===== src/rtl/alu_pkg.sv =====
// Shared types and constants for the execute-stage ALU: op encodings, multiply FSM states,
// flag bit positions and a flag-packing helper.
package alu_pkg;

    typedef enum logic [2:0] {
        ALU_ADD = 3'b000,
        ALU_SUB = 3'b001,
        ALU_MUL = 3'b010,
        ALU_SLL = 3'b011,
        ALU_XOR = 3'b101,
        ALU_SLR = 3'b111
    } alu_op_t;

    typedef enum logic {
        ST_IDLE,
        ST_MUL
    } mul_state_t;

    localparam int FLAG_N = 3;
    localparam int FLAG_Z = 2;
    localparam int FLAG_C = 1;
    localparam int FLAG_V = 0;

    function automatic logic [3:0] pack_flags(input logic n, input logic z,
                                              input logic c, input logic v);
        logic [3:0] f;
        f         = '0;
        f[FLAG_N] = n;
        f[FLAG_Z] = z;
        f[FLAG_C] = c;
        f[FLAG_V] = v;
        return f;
    endfunction

endpackage


===== src/rtl/execute_alu_unit_seq_multiplier.sv =====
// Iterative shift-add multiplier, one partial product per cycle. In vector mode every lane
// shifts and accumulates on its own, so nothing crosses a lane boundary.
module seq_multiplier
    import alu_pkg::*;
#(
    parameter int WIDTH  = 32,
    parameter int LANE_W = 8
) (
    input  logic             clk,
    input  logic             rst,
    input  logic             start,
    input  logic             vec,
    input  logic [WIDTH-1:0] a,
    input  logic [WIDTH-1:0] b,
    output logic             busy,
    output logic             done,
    output logic [WIDTH-1:0] p
);
    localparam int LANES = WIDTH / LANE_W;
    localparam int CNT_W = $clog2(WIDTH);

    mul_state_t       state, state_next;
    logic [CNT_W-1:0] cnt;
    logic             vec_q;
    logic             last;
    logic [WIDTH-1:0] a_q, b_q, acc_q;
    logic [WIDTH-1:0] acc_s, acc_next, a_next, b_next;

    logic [LANES-1:0][LANE_W-1:0] a_l, b_l, acc_l, acc_v, a_v, b_v;

    assign a_l   = a_q;
    assign b_l   = b_q;
    assign acc_l = acc_q;
    assign acc_s = acc_q + (b_q[0] ? a_q : '0);

    for (genvar l = 0; l < LANES; l++) begin : g_lane
        assign acc_v[l] = acc_l[l] + (b_l[l][0] ? a_l[l] : '0);
        assign a_v[l]   = a_l[l] << 1;
        assign b_v[l]   = b_l[l] >> 1;
    end

    assign acc_next = vec_q ? acc_v : acc_s;
    assign a_next   = vec_q ? a_v : (a_q << 1);
    assign b_next   = vec_q ? b_v : (b_q >> 1);
    assign last     = (cnt == (vec_q ? CNT_W'(LANE_W - 1) : CNT_W'(WIDTH - 1)));
    assign busy     = (state == ST_MUL);
    assign p        = acc_next;

    always_comb begin
        state_next = state;
        done       = 1'b0;
        case (state)
            ST_IDLE: if (start) state_next = ST_MUL;
            ST_MUL: begin
                if (last) begin
                    done       = 1'b1;
                    state_next = ST_IDLE;
                end
            end
            default: state_next = ST_IDLE;
        endcase
    end

    always_ff @(posedge clk) begin
        if (rst) begin
            state <= ST_IDLE;
            cnt   <= '0;
            vec_q <= 1'b0;
            a_q   <= '0;
            b_q   <= '0;
            acc_q <= '0;
        end else begin
            state <= state_next;
            if (state == ST_IDLE && start) begin
                a_q   <= a;
                b_q   <= b;
                vec_q <= vec;
                acc_q <= '0;
                cnt   <= '0;
            end else if (state == ST_MUL) begin
                acc_q <= acc_next;
                a_q   <= a_next;
                b_q   <= b_next;
                cnt   <= cnt + 1'b1;
            end
        end
    end

endmodule


===== src/rtl/execute_alu_unit.sv =====
// Execute-stage ALU: single-cycle add/sub/shift/xor (scalar or lane-wise) with flags, plus a
// stalling iterative multiplier. All outputs are registered.
module execute_alu_unit
    import alu_pkg::*;
#(
    parameter int WIDTH  = 32,
    parameter int LANE_W = 8
) (
    input  logic             clk,
    input  logic             rst,
    input  logic             StartE,
    input  logic [2:0]       ALUControlE,
    input  logic             VecE,
    input  logic [WIDTH-1:0] SrcAE,
    input  logic [WIDTH-1:0] SrcBE,
    output logic [WIDTH-1:0] ResultE,
    output logic             ValidE,
    output logic [3:0]       FlagsE,
    output logic             IllegalE,
    output logic             BusyE
);
    localparam int LANES = WIDTH / LANE_W;
    localparam int SH_W  = $clog2(WIDTH);
    localparam int LSH_W = $clog2(LANE_W);

    alu_op_t          op;
    logic             accept, is_sub, mul_start, mul_done, mul_vec;
    logic [WIDTH-1:0] b_inv, mul_p, res;
    logic [WIDTH:0]   sum_s;
    logic [3:0]       flags, mul_flags;
    logic             ill, cy, ov;

    logic [LANES-1:0][LANE_W-1:0] a_l, b_l, binv_l, sum_v, sll_v, slr_v;

    assign op        = alu_op_t'(ALUControlE);
    assign accept    = StartE && !BusyE;
    assign mul_start = accept && (op == ALU_MUL);
    assign is_sub    = (op == ALU_SUB);

    // Subtraction reuses the adder as A + ~B + 1, so C reads as "no borrow".
    assign b_inv  = is_sub ? ~SrcBE : SrcBE;
    assign sum_s  = {1'b0, SrcAE} + {1'b0, b_inv} + {{WIDTH{1'b0}}, is_sub};
    assign a_l    = SrcAE;
    assign b_l    = SrcBE;
    assign binv_l = b_inv;

    for (genvar l = 0; l < LANES; l++) begin : g_lane
        assign sum_v[l] = binv_l[l] + a_l[l] + {{(LANE_W-1){1'b0}}, is_sub};
        assign sll_v[l] = a_l[l] << b_l[l][LSH_W-1:0];
        assign slr_v[l] = a_l[l] >> b_l[l][LSH_W-1:0];
    end

    always_comb begin
        res = '0;
        ill = 1'b0;
        cy  = 1'b0;
        ov  = 1'b0;
        case (op)
            ALU_ADD, ALU_SUB: begin
                res = VecE ? sum_v : sum_s[WIDTH-1:0];
                cy  = sum_s[WIDTH];
                ov  = (SrcAE[WIDTH-1] == b_inv[WIDTH-1]) && (sum_s[WIDTH-1] != SrcAE[WIDTH-1]);
            end
            ALU_SLL: res = VecE ? sll_v : (SrcAE << SrcBE[SH_W-1:0]);
            ALU_SLR: res = VecE ? slr_v : (SrcAE >> SrcBE[SH_W-1:0]);
            ALU_XOR: res = SrcAE ^ SrcBE;
            ALU_MUL: res = '0;
            default: ill = 1'b1;
        endcase

        if (ill)
            flags = pack_flags(1'b0, 1'b1, 1'b0, 1'b0);
        else if (VecE)
            flags = pack_flags(1'b0, res == '0, 1'b0, 1'b0);
        else
            flags = pack_flags(res[WIDTH-1], res == '0, cy, ov);
    end

    assign mul_flags = pack_flags(!mul_vec && mul_p[WIDTH-1], mul_p == '0, 1'b0, 1'b0);

    seq_multiplier #(.WIDTH(WIDTH), .LANE_W(LANE_W)) u_mul (
        .clk   (clk),
        .rst   (rst),
        .start (mul_start),
        .vec   (VecE),
        .a     (SrcAE),
        .b     (SrcBE),
        .busy  (BusyE),
        .done  (mul_done),
        .p     (mul_p)
    );

    always_ff @(posedge clk) begin
        if (rst) begin
            ResultE  <= '0;
            FlagsE   <= '0;
            ValidE   <= 1'b0;
            IllegalE <= 1'b0;
            mul_vec  <= 1'b0;
        end else begin
            ValidE   <= 1'b0;
            IllegalE <= 1'b0;
            if (mul_start)
                mul_vec <= VecE;
            if (accept && op != ALU_MUL) begin
                ResultE  <= res;
                FlagsE   <= flags;
                ValidE   <= 1'b1;
                IllegalE <= ill;
            end else if (mul_done) begin
                ResultE <= mul_p;
                FlagsE  <= mul_flags;
                ValidE  <= 1'b1;
            end
        end
    end

endmodule


===== config.mk =====
export PLATFORM = sky130hd
export DESIGN_NAME = execute_alu_unit
export DESIGN_NICKNAME = d
export VERILOG_FILES = /design/src/rtl/alu_pkg.sv /design/src/rtl/execute_alu_unit_seq_multiplier.sv /design/src/rtl/execute_alu_unit.sv
export SDC_FILE = /design/constraint.sdc
export NUM_CORES = 1
export LEC_CHECK = 0
export CAP_MARGIN = 20
export CORE_MARGIN = 3
export CORE_UTILIZATION = 40
export DETAILED_ROUTE_END_ITERATION = 8
export SETUP_SLACK_MARGIN = 0.1
export SKIP_LAST_GASP = 1
export SLEW_MARGIN = 5
export SYNTH_ARGS = -nofsm -noshare
export SYNTH_HDL_FRONTEND = slang
export SYNTH_HIERARCHICAL = 1
export SYNTH_SLANG_ARGS = --single-unit
export TNS_END_PERCENT = 1

===== constraint.sdc =====
create_clock -name clk -period 8 [get_ports clk]
set_input_delay 1.6 -clock clk [delete_from_list [all_inputs] [get_ports clk]]
set_output_delay 1.6 -clock clk [all_outputs]
set_load 0.05 [all_outputs]

Yosys cells after proc, flatten, opt, wreduce, memory -nomap -nowiden
Cells that the tools add are included.
Cells by class
  reduce and logical (&&, ||, !) cells: 17
  equal/unequal tests: 9
  bitwise gates (word level): 4
  $add $sub $neg: 16
  shift operators: 10
  multiplexer cells: 34
Operator list (count)
  $mux 32: 12
  $pmux 32 s4: 1
  $add 8x8->8: 8
  $logic_not 32->1: 2
  $add 32x32->33: 1
  $add 33x1->33: 1
  $add 32x32->32: 1
  $add 8x1->8: 4
  $mux 8: 4
  $not 32->32: 1
  $shl 32x5->32: 1
  $shl 8x3->8: 4
  $shr 32x5->32: 1
  $shr 8x3->8: 4
  $xor 32x32->32: 1
  $mux 25: 1
  $mux 24: 1
  $mux 4: 4
  $mux 1: 9
  $eq 3x2->1 const B: 2
  $eq 3x3->1 const B: 2
  $logic_and 1x1->1: 6
  $reduce_or 2->1: 3
  $reduce_or 6->1: 1
  12 further kinds: 15
Storage, ports and cells
  output and inout bits: 39
  input port bits: 71
  register bits after elaboration: 142

Longest topological paths before layout
Gate-level depths: netlist (run 1).
  depth in word-level cells: 10
  gate-level depth with buffers: 21
  depth with buffers taken out: 19

Cells and area by module
Netlist (run 1), hierarchy kept.
By module, submodules not included
  execute_alu_unit: area an instance 11439.7 um^2, instances 1, seq. area each 780.7 um^2, cells each 1470
  seq_multiplier: area an instance 7591.0 um^2, instances 1, seq. area each 2062.0 um^2, cells each 982

Worst setup path after synthesis (run 1)
OpenSTA, ideal clock, no wires.
  path type: in2reg
  start point: in SrcBE[2]
  end point: reg FlagsE[2]
  setup slack: 1373 ps
  buffers on the path: 8
  arrival: 6542 ps
  data required time: 7916 ps
  cell stages on the path: 21
  path through: buf_2 buf_2 buf_2 buf_2 buf_1 buf_2 buf_1 buf_2 xnor2_1 ha_1 and3b_1 a31oi_1 a21oi_1 a211oi_1 nand4_1 or3b_1 or4_1 or4_1 nor4_1 nand4_1 o31ai_2
Between the ends
  word-level cells in the longest chain between the ends: 10
  elaborated cells on any way between the ends: 19
  those cells by class: add/sub: 4; shift: 4; mux: 8; bitwise: 2; reduce/logical: 1
RTL lines
  from (decl): line execute_alu_unit.sv:15  | input logic [WIDTH-1:0] SrcBE,
  $not 32->32: line execute_alu_unit.sv:41  | assign b_inv = is_sub ? ~SrcBE : SrcBE;
  $mux 32: line execute_alu_unit.sv:41
  $add 32x32->33 or $add 8x8->8 (tied branches): line execute_alu_unit.sv:42, execute_alu_unit.sv:48
  $add 33x1->33 or $add 8x1->8 (tied branches): line execute_alu_unit.sv:42, execute_alu_unit.sv:48
  $mux 32: line execute_alu_unit.sv:60  | res = VecE ? sum_v : sum_s[WIDTH-1:0];
  $pmux 32 s4 (*): line execute_alu_unit.sv:58  | case (op)
  $logic_not 32->1 (*): line execute_alu_unit.sv:74, execute_alu_unit.sv:76
  $mux 4 (*): line execute_alu_unit.sv:73  | else if (VecE)
  $mux 4 (*): line execute_alu_unit.sv:71  | if (ill)
  $mux 4 (*): line execute_alu_unit.sv:105  | if (accept && op != ALU_MUL) begin
  to (signal assigned): line execute_alu_unit.sv:107  | FlagsE <= flags;
  to (signal assigned): line execute_alu_unit.sv:112  | FlagsE <= mul_flags;
  to (decl): line execute_alu_unit.sv:18  | output logic [3:0] FlagsE,
Every way passes the cells marked *; elsewhere a longest branch is shown, timed or not.
A chain may end at the register's enable or synchronous reset.

Worst setup path in the final report (run 1)
  start point: in ALUControlE[0]
  end point: reg FlagsE[3]
Between the ends
  word-level cells in the longest chain between the ends: 9
  elaborated cells on any way between the ends: 21
  those cells by class: add/sub: 4; eq/ne: 6; mux: 6; reduce/logical: 5
RTL lines
  from (decl): line execute_alu_unit.sv:12  | input logic [2:0] ALUControlE,
  $eq 3x1->1: line execute_alu_unit.sv:38, execute_alu_unit.sv:58
  $mux 32: line execute_alu_unit.sv:41
  $add 32x32->33 or $add 8x8->8 (tied branches): line execute_alu_unit.sv:42, execute_alu_unit.sv:48
  $add 33x1->33 or $add 8x1->8 (tied branches): line execute_alu_unit.sv:42, execute_alu_unit.sv:48
  $mux 32: line execute_alu_unit.sv:60
  $pmux 32 s4: line execute_alu_unit.sv:58
  $mux 4: line execute_alu_unit.sv:73
  $mux 4: line execute_alu_unit.sv:71
  $mux 4: line execute_alu_unit.sv:105
Several ways; a longest one is shown, not always the timed one.

==> impl_metrics.env, run 1 <==
export IMPL_hold_viol_final=0
export IMPL_synth_cell_type_count=96
export IMPL_htree_levels=4
export IMPL_synth_edf_count=0
export IMPL_period_needed_ps=6740
export IMPL_clockBufferDepth=2
export IMPL_drive_gt1_frac=0.105
export IMPL_finalClockSkew_ps=10.1
export IMPL_coreArea_mm2=0.0468
export IMPL_yosysWarnings=6
export IMPL_crit_chain="clkdlybuf4s50_1, or3b_2, buf_4, xnor2_1, ha_1, nand2_1, o21ai_0, nor2_1, a21oi_1, a21bo_2, a31o_2, o311a_1, or4_1, and3_1, or4_1, a21oi_1"
export IMPL_async_flop_share=0
export IMPL_reg2reg_to="FlagsE[2]$_SDFFE_PP0P_"
export IMPL_syn_inst=2452
export IMPL_seq_area_mm2=0.00285
export IMPL_ys_seq_elements=142
export IMPL_maxSlewViolCount=0
export IMPL_die_h_um=224
export IMPL_yosys_most_used_dff="dfxtp_1"
export IMPL_nFillCells=4730
export IMPL_io_pins=110
export IMPL_insertion_delay_ps=440
export IMPL_worstPathMaxFanout=19
export IMPL_cts_buffers=17
export IMPL_post_drt_wl_per_cell_um=27.0
export IMPL_syn_area_per_cell_um2=7.76
export IMPL_grt_max_degree=84
export IMPL_cts_setup_buffers=0
export IMPL_routed_wl_um=82200
export IMPL_syn_nets=2627
export IMPL_worstHoldStart="FlagsE[0]$_SDFFE_PP0P_"
export IMPL_hp_class="register to register"
export IMPL_relSlewSlack=0.266
export IMPL_die_area_mm2=0.0502
export IMPL_finalPower_w=0.00269
export IMPL_drc=0
export IMPL_clk_pin_slew_worst_paths_ps=60
export IMPL_io_buffers=109
export IMPL_antenna_found_initial=3
export IMPL_r2r_start="u_mul/b_l[0]$_SDFFE_PP0P_"
export IMPL_max_vdd_ir_drop_v=0.000155
export IMPL_crit_path_start_kind="input pin"
export IMPL_n_antenna_cell=0
export IMPL_clock_tree_root_cell="clkbuf_16"
export IMPL_drv_cap=0
export IMPL_slowest_delay_ps=790
export IMPL_stdcell_count=3041
export IMPL_multiInputGateArea_mm2=0.0150
export IMPL_placedCellCount=3008
export IMPL_post_cts_resized=0
export IMPL_reg2reg_depth=18
export IMPL_dp_hpwl_um=62000
export IMPL_path_delay_family="simple AND/OR/NAND/NOR gates"
export IMPL_grt_pass1_wl_um=122000
export IMPL_endpoint_kind="register"
export IMPL_worst_path_max_delay_cell="or3b_2"
export IMPL_synth_top_area_cell="dfxtp_1"
export IMPL_whs_endpoint="FlagsE[0]$_SDFFE_PP0P_"
export IMPL_finalSetupViolCount=0
export IMPL_gp_congestion=1.07
export IMPL_dp_worst_setup_slack_ps=854
export IMPL_grt_overflow_total=0
export IMPL_syn2layout_area_growth_pct=10.3
export IMPL_rsz0062_at_grt="false"
export IMPL_drt_iter0_markers=2475
export IMPL_synth_top_area_frac=0.149
export IMPL_synthesis_area_mm2=0.0190
export IMPL_setup_tns_ps=0
export IMPL_die_x_um=224
export IMPL_fin_nets=2596
export IMPL_clock_fmax_mhz=148
export IMPL_arrival_ps=7100
export IMPL_setup_slack_ps=1260
export IMPL_row_count=79
export IMPL_cts_sinks=142
export IMPL_holdPathStages=2
export IMPL_cts_tree="done"
export IMPL_ys_seq_area_frac=0.149
export IMPL_path_buf_inv=2
export IMPL_ant_nets=0
export IMPL_rrSetupSlack_ps=2640
export IMPL_holdBufCountCts=0
export IMPL_via_per_inst=6.64
export IMPL_p_leak_nw=8.07
export IMPL_worstMarginPinSlew_ps=1090
export IMPL_firstDrtPassIters=6
export IMPL_synth_top_cells_by_area="dfxtp_1, mux2i_1, mux4_2"
export IMPL_period_share=0.842
export IMPL_crit_type="input pin to register"
export IMPL_start_util=0.407
export IMPL_grt_total_usage=0.317
export IMPL_grt_pass1_vias=18900
export IMPL_status="finished clean"
export IMPL_powerDensity_mw_per_mm2=128
export IMPL_crit_required_ps=8360
export IMPL_num_vias=20200
## area by class of cell
type / count / area share
repair buffers: 175 / 0.0764
clock inverters: 13 / 0.00537
well taps: 607 / 0.0362
multi-input cells: 2029 / 0.715
inverters: 56 / 0.0100
clock buffers: 19 / 0.0216
flip-flops and latches: 142 / 0.136
## cells in the final DEF, fill, tap and decap left out, types with 56 or more instances in the layout
cell type	instances
dfxtp_1	141
nand2_1	165
a211oi_1	75
buf_4	67
ha_1	96
xnor2_1	75
mux2i_1	185
and2_1	56
nor2_1	313
clkdlybuf4s50_1	103
mux4_2	80
o21ai_0	111
a21oi_1	206
## worst max-delay path by stage
stage / start / end / slack, ps / depth (start not counted)
detailed placement: ALUControlE[0] / FlagsE[3]$_SDFFE_PP0P_ / 850 / 16
global route: ALUControlE[0] / FlagsE[2]$_SDFFE_PP0P_ / 850 / 15
finish: ALUControlE[0] / FlagsE[3]$_SDFFE_PP0P_ / 1260 / 16
floorplan: SrcBE[2] / FlagsE[2]$_SDFFE_PP0P_ / 1370 / 21
CTS: ALUControlE[0] / FlagsE[3]$_SDFFE_PP0P_ / 1300 / 16
global placement: ALUControlE[0] / FlagsE[2]$_SDFFE_PP0P_ / 860 / 15
## where the power goes
part / total [W] / internal (W) / switching (W)
Sequential: 0.000763 / 0.000735 / 0.0000285
Clock: 0.000788 / 0.000446 / 0.000342
Combinational: 0.00114 / 0.000420 / 0.000718
Total: 0.00269 / 0.00160 / 0.00109
## metal layers
metal,track usage,routed length (um),up-vias
met5,0,22,-
met4,0.127,3720,4
met3,0.0430,6900,207
met2,0.501,36700,1107
met1,0.437,34900,9791
li1,-,-,9069
## worst min-delay path, stage by stage, from the launching register on
cell     delay [ps]
dfxtp_1         310
nand2_1          60
a21oi_1          60
## per-stage QoR
stage | utilization | instance area (um2) | hold WS (ps)
final | 0.449 | 21000 | 479
after global routing | 0.449 | 21000 | 507
after CTS | 0.448 | 21000 | 480
after detailed placement | 0.436 | 20400 | 472
after global placement | 0.436 | 20400 | 448
after floorplan | - | 19000 | 451
## kinds of logic after synthesis
family                   synth area share
AND/OR/NAND/NOR                     0.206
multiplexers                        0.210
buffers and inverters              0.0632
XOR/XNOR                           0.0520
adder cells (fa/ha/maj)            0.0715
flip-flops                          0.149
AO/OA/AOI/OAI                       0.248
## Yosys cell counts, types with 9 or more instances
cell type / number
or4_1: 9
o211ai_1: 32
nand2_1: 165
mux2_2: 23
xnor2_1: 75
a311oi_1: 10
nand2b_1: 25
nor2b_1: 38
o21bai_1: 12
xor2_1: 38
or2_2: 16
and2_1: 56
nand4_1: 32
o22ai_1: 13
buf_2: 23
a221oi_1: 10
o31ai_1: 11
o21a_1: 19
a21o_1: 31
nand3_1: 39
or3_1: 16
a22oi_1: 10
ha_1: 96
o21ai_0: 111
mux2i_1: 185
nand3b_1: 11
a31oi_1: 25
a211oi_1: 75
dfxtp_1: 142
o211a_1: 9
clkbuf_1: 152
nor3_1: 47
mux4_2: 80
nor4_1: 16
and3_1: 11
a221o_1: 15
nor2_1: 314
inv_1: 52
a21oi_1: 207
buf_1: 32
## sequential cells by signal (all words and copies together), names as in the netlist
signal / count
FlagsE: 4
IllegalE: 1
ResultE: 32
ValidE: 1
mul_vec: 1
u_mul/a_l: 32
u_mul/acc_l: 32
u_mul/b_l: 32
u_mul/busy: 1
u_mul/cnt: 5
u_mul/vec_q: 1
(Power assumes the default switching activity.)
==> inputs of run 2 (changes only) <==
==> constraint.sdc (replaced) <==
create_clock -name clk -period 5.6 [get_ports clk]
set_input_delay 1.12 -clock clk [delete_from_list [all_inputs] [get_ports clk]]
set_output_delay 1.12 -clock clk [all_outputs]
set_load 0.05 [all_outputs]
==> run 2 against run 1 <==
- sequential share of layout area decreased by 1.1 points
- design area increased by 9.0%
- first-iteration DRC count decreased by 5.0%
- clock skew increased by 6.6 ps
- worst hold slack got worse by 16 ps
- final cell count increased by 7.8%
- clock-buffer cell count decreased by 2
- critical path type unchanged
==> impl_metrics.env, run 2 (synthesis results as in run 1) <==
export IMPL_powerDensity_mw_per_mm2=179
export IMPL_relSlewSlack=0.232
export IMPL_crit_chain="clkdlybuf4s50_1, or3b_4, buf_4, xnor2_1, ha_1, and3b_1, a31oi_2, a31oi_1, xnor2_1, o211ai_1, or3b_1, or4_1, or4_4, nor4_4, nand4_1, o31ai_2"
export IMPL_worstPathMaxFanout=8
export IMPL_crit_type="input pin to register"
export IMPL_grt_overflow_total=0
export IMPL_start_util=0.407
export IMPL_worst_path_max_delay_cell="or4_4"
export IMPL_arrival_ps=5700
export IMPL_final_util=0.490
export IMPL_clk_pin_slew_worst_paths_ps=70
export IMPL_row_count=79
export IMPL_gp_congestion=1.04
export IMPL_reg2reg_depth=20
export IMPL_layout_common_cells="nor2_1, buf_4, a21oi_1, mux2i_1, nand2_1"
export IMPL_max_vdd_ir_drop_v=0.000205
export IMPL_holdBufCountCts=0
export IMPL_dp_worst_setup_slack_ps=-650
export IMPL_holdWs_ps=463
export IMPL_dp_hpwl_um=66500
export IMPL_cp_common_cell="xnor2_1"
export IMPL_routed_wl_um=84700
export IMPL_io_buffers=109
export IMPL_layout_commonest_cell="nor2_1"
export IMPL_syn2layout_area_growth_pct=20.3
export IMPL_drv_cap=0
export IMPL_io_pins=110
export IMPL_post_drt_wl_per_cell_um=25.9
export IMPL_insertion_delay_ps=460
export IMPL_htree_levels=4
export IMPL_multiInputGateArea_mm2=0.0150
export IMPL_cts_buffers=17
export IMPL_cts_tree="done"
export IMPL_holdPathStages=2
export IMPL_grt_pass1_vias=20200
export IMPL_rsz0062_at_grt="false"
export IMPL_nFillCells=4689
export IMPL_grt_pass1_wl_um=127000
export IMPL_clock_fmax_mhz=188
export IMPL_worstMarginPinSlew_ps=1140
export IMPL_drive_gt1_frac=0.187
export IMPL_period_share=0.950
export IMPL_period_needed_ps=5320
export IMPL_hp_class="register to register"
export IMPL_r2r_start="u_mul/b_l[0]$_SDFFE_PP0P_"
export IMPL_whs_endpoint="FlagsE[0]$_SDFFE_PP0P_"
export IMPL_crit_path_start_kind="input pin"
export IMPL_crit_required_ps=5980
export IMPL_status="finished clean"
export IMPL_die_area_mm2=0.0502
export IMPL_setup_slack_ps=280
export IMPL_reg2reg_to="FlagsE[2]$_SDFFE_PP0P_"
export IMPL_endpoint_kind="register"
export IMPL_slowest_delay_ps=580
export IMPL_via_per_inst=6.39
export IMPL_fin_nets=2830
export IMPL_finalClockSkew_ps=16.7
export IMPL_p_leak_nw=9.24
export IMPL_num_vias=20900
export IMPL_grt_total_usage=0.329
export IMPL_clockBufferDepth=2
export IMPL_cts_sinks=142
export IMPL_worstHoldStart="FlagsE[0]$_SDFFE_PP0P_"
export IMPL_seq_area_mm2=0.00285
export IMPL_grt_max_degree=97
export IMPL_maxSlewViolCount=0
export IMPL_die_h_um=224
export IMPL_hold_viol_final=0
export IMPL_coreArea_mm2=0.0468
export IMPL_drc=0
export IMPL_rrSetupSlack_ps=450
export IMPL_finalSetupViolCount=0
export IMPL_clock_tree_root_cell="clkbuf_16"
export IMPL_drt_iter0_markers=2352
export IMPL_antenna_found_initial=3
export IMPL_ant_nets=0
export IMPL_die_x_um=224
export IMPL_firstDrtPassIters=8
## run 2: cell types whose count changed in the layout (fill, tap and decap cells not counted), sizes merged
cell | previous run | this run
inv | 55 | 61
diode | 0 | 2
clkinvlp | 3 | 2
clkinv | 10 | 7
buf | 72 | 306
clkbuf | 19 | 17
## run 2: worst max-delay path by stage
stage | to | cells after the start | from
after floorplan | FlagsE[3]$_SDFFE_PP0P_ | 18 | ALUControlE[2]
after global placement | FlagsE[2]$_SDFFE_PP0P_ | 16 | ALUControlE[0]
after detailed placement | FlagsE[2]$_SDFFE_PP0P_ | 16 | ALUControlE[0]
after CTS | FlagsE[2]$_SDFFE_PP0P_ | 16 | ALUControlE[0]
after global routing | FlagsE[2]$_SDFFE_PP0P_ | 16 | ALUControlE[0]
final | FlagsE[2]$_SDFFE_PP0P_ | 16 | ALUControlE[0]
## run 2: stage by stage
| stage | instances | TNS, ps | power [W] | area [um2] |
|---|---|---|---|---|
| 2_1_floorplan | 2452 | 0 | 0.00216 | 19100 |
| 3_3_place_gp | 3242 | -690 | 0.00290 | 22200 |
| 3_5_place_dp | 3242 | -962 | 0.00291 | 22200 |
| 4_1_cts | 3274 | 0 | 0.00408 | 22800 |
| 5_1_grt | 3275 | 0 | 0.00427 | 22900 |
| 6_report | 3277 | 0 | 0.00410 | 22900 |
## run 2: where the power goes
part | internal (W) | total [W] | switching, W | leakage, nW
clock | 0.000626 | 0.00116 | 0.000536 | 0.279
sequential | 0.00105 | 0.00109 | 0.0000378 | 1.16
combinational | 0.000764 | 0.00185 | 0.00108 | 7.81
## run 2: layer usage
metal	up-vias	part of all wire	GRT usage
met5	-	0.00022	0
met2	971	0.46	0.533
li1	9530	-	-
met1	10300	0.43	0.449
met4	2	0.042	0.129
met3	188	0.069	0.0392
## run 2: cell type report
| type | instances | share of cell area |
|---|---|---|
| antenna | 2 | 0.000219 |
| timing repair buffer | 409 | 0.150 |
| clock buffer | 17 | 0.0186 |
| sequential | 142 | 0.124 |
| tap | 607 | 0.0332 |
| inverter | 56 | 0.00918 |
| multi-input combinational | 2029 | 0.658 |
| clock inverter | 15 | 0.00661 |
## run 2: worst max-delay path: cells and delay by family
| family | cells | cell delay (ps) |
|---|---|---|
| compound gates | 4 | 760 |
| xor+xnor | 2 | 390 |
| fa+ha+maj | 1 | 320 |
| buf+inv | 2 | 630 |
| simple gates | 7 | 2470 |
## run 2: what timing repair did
item                                    4_1_cts  5_1_grt
gates resized for setup                       3       11
pin swaps                                     0        1
hold endpoints to repair                      0        0
buffers inserted                              0        1
endpoints found under the setup margin        1        2
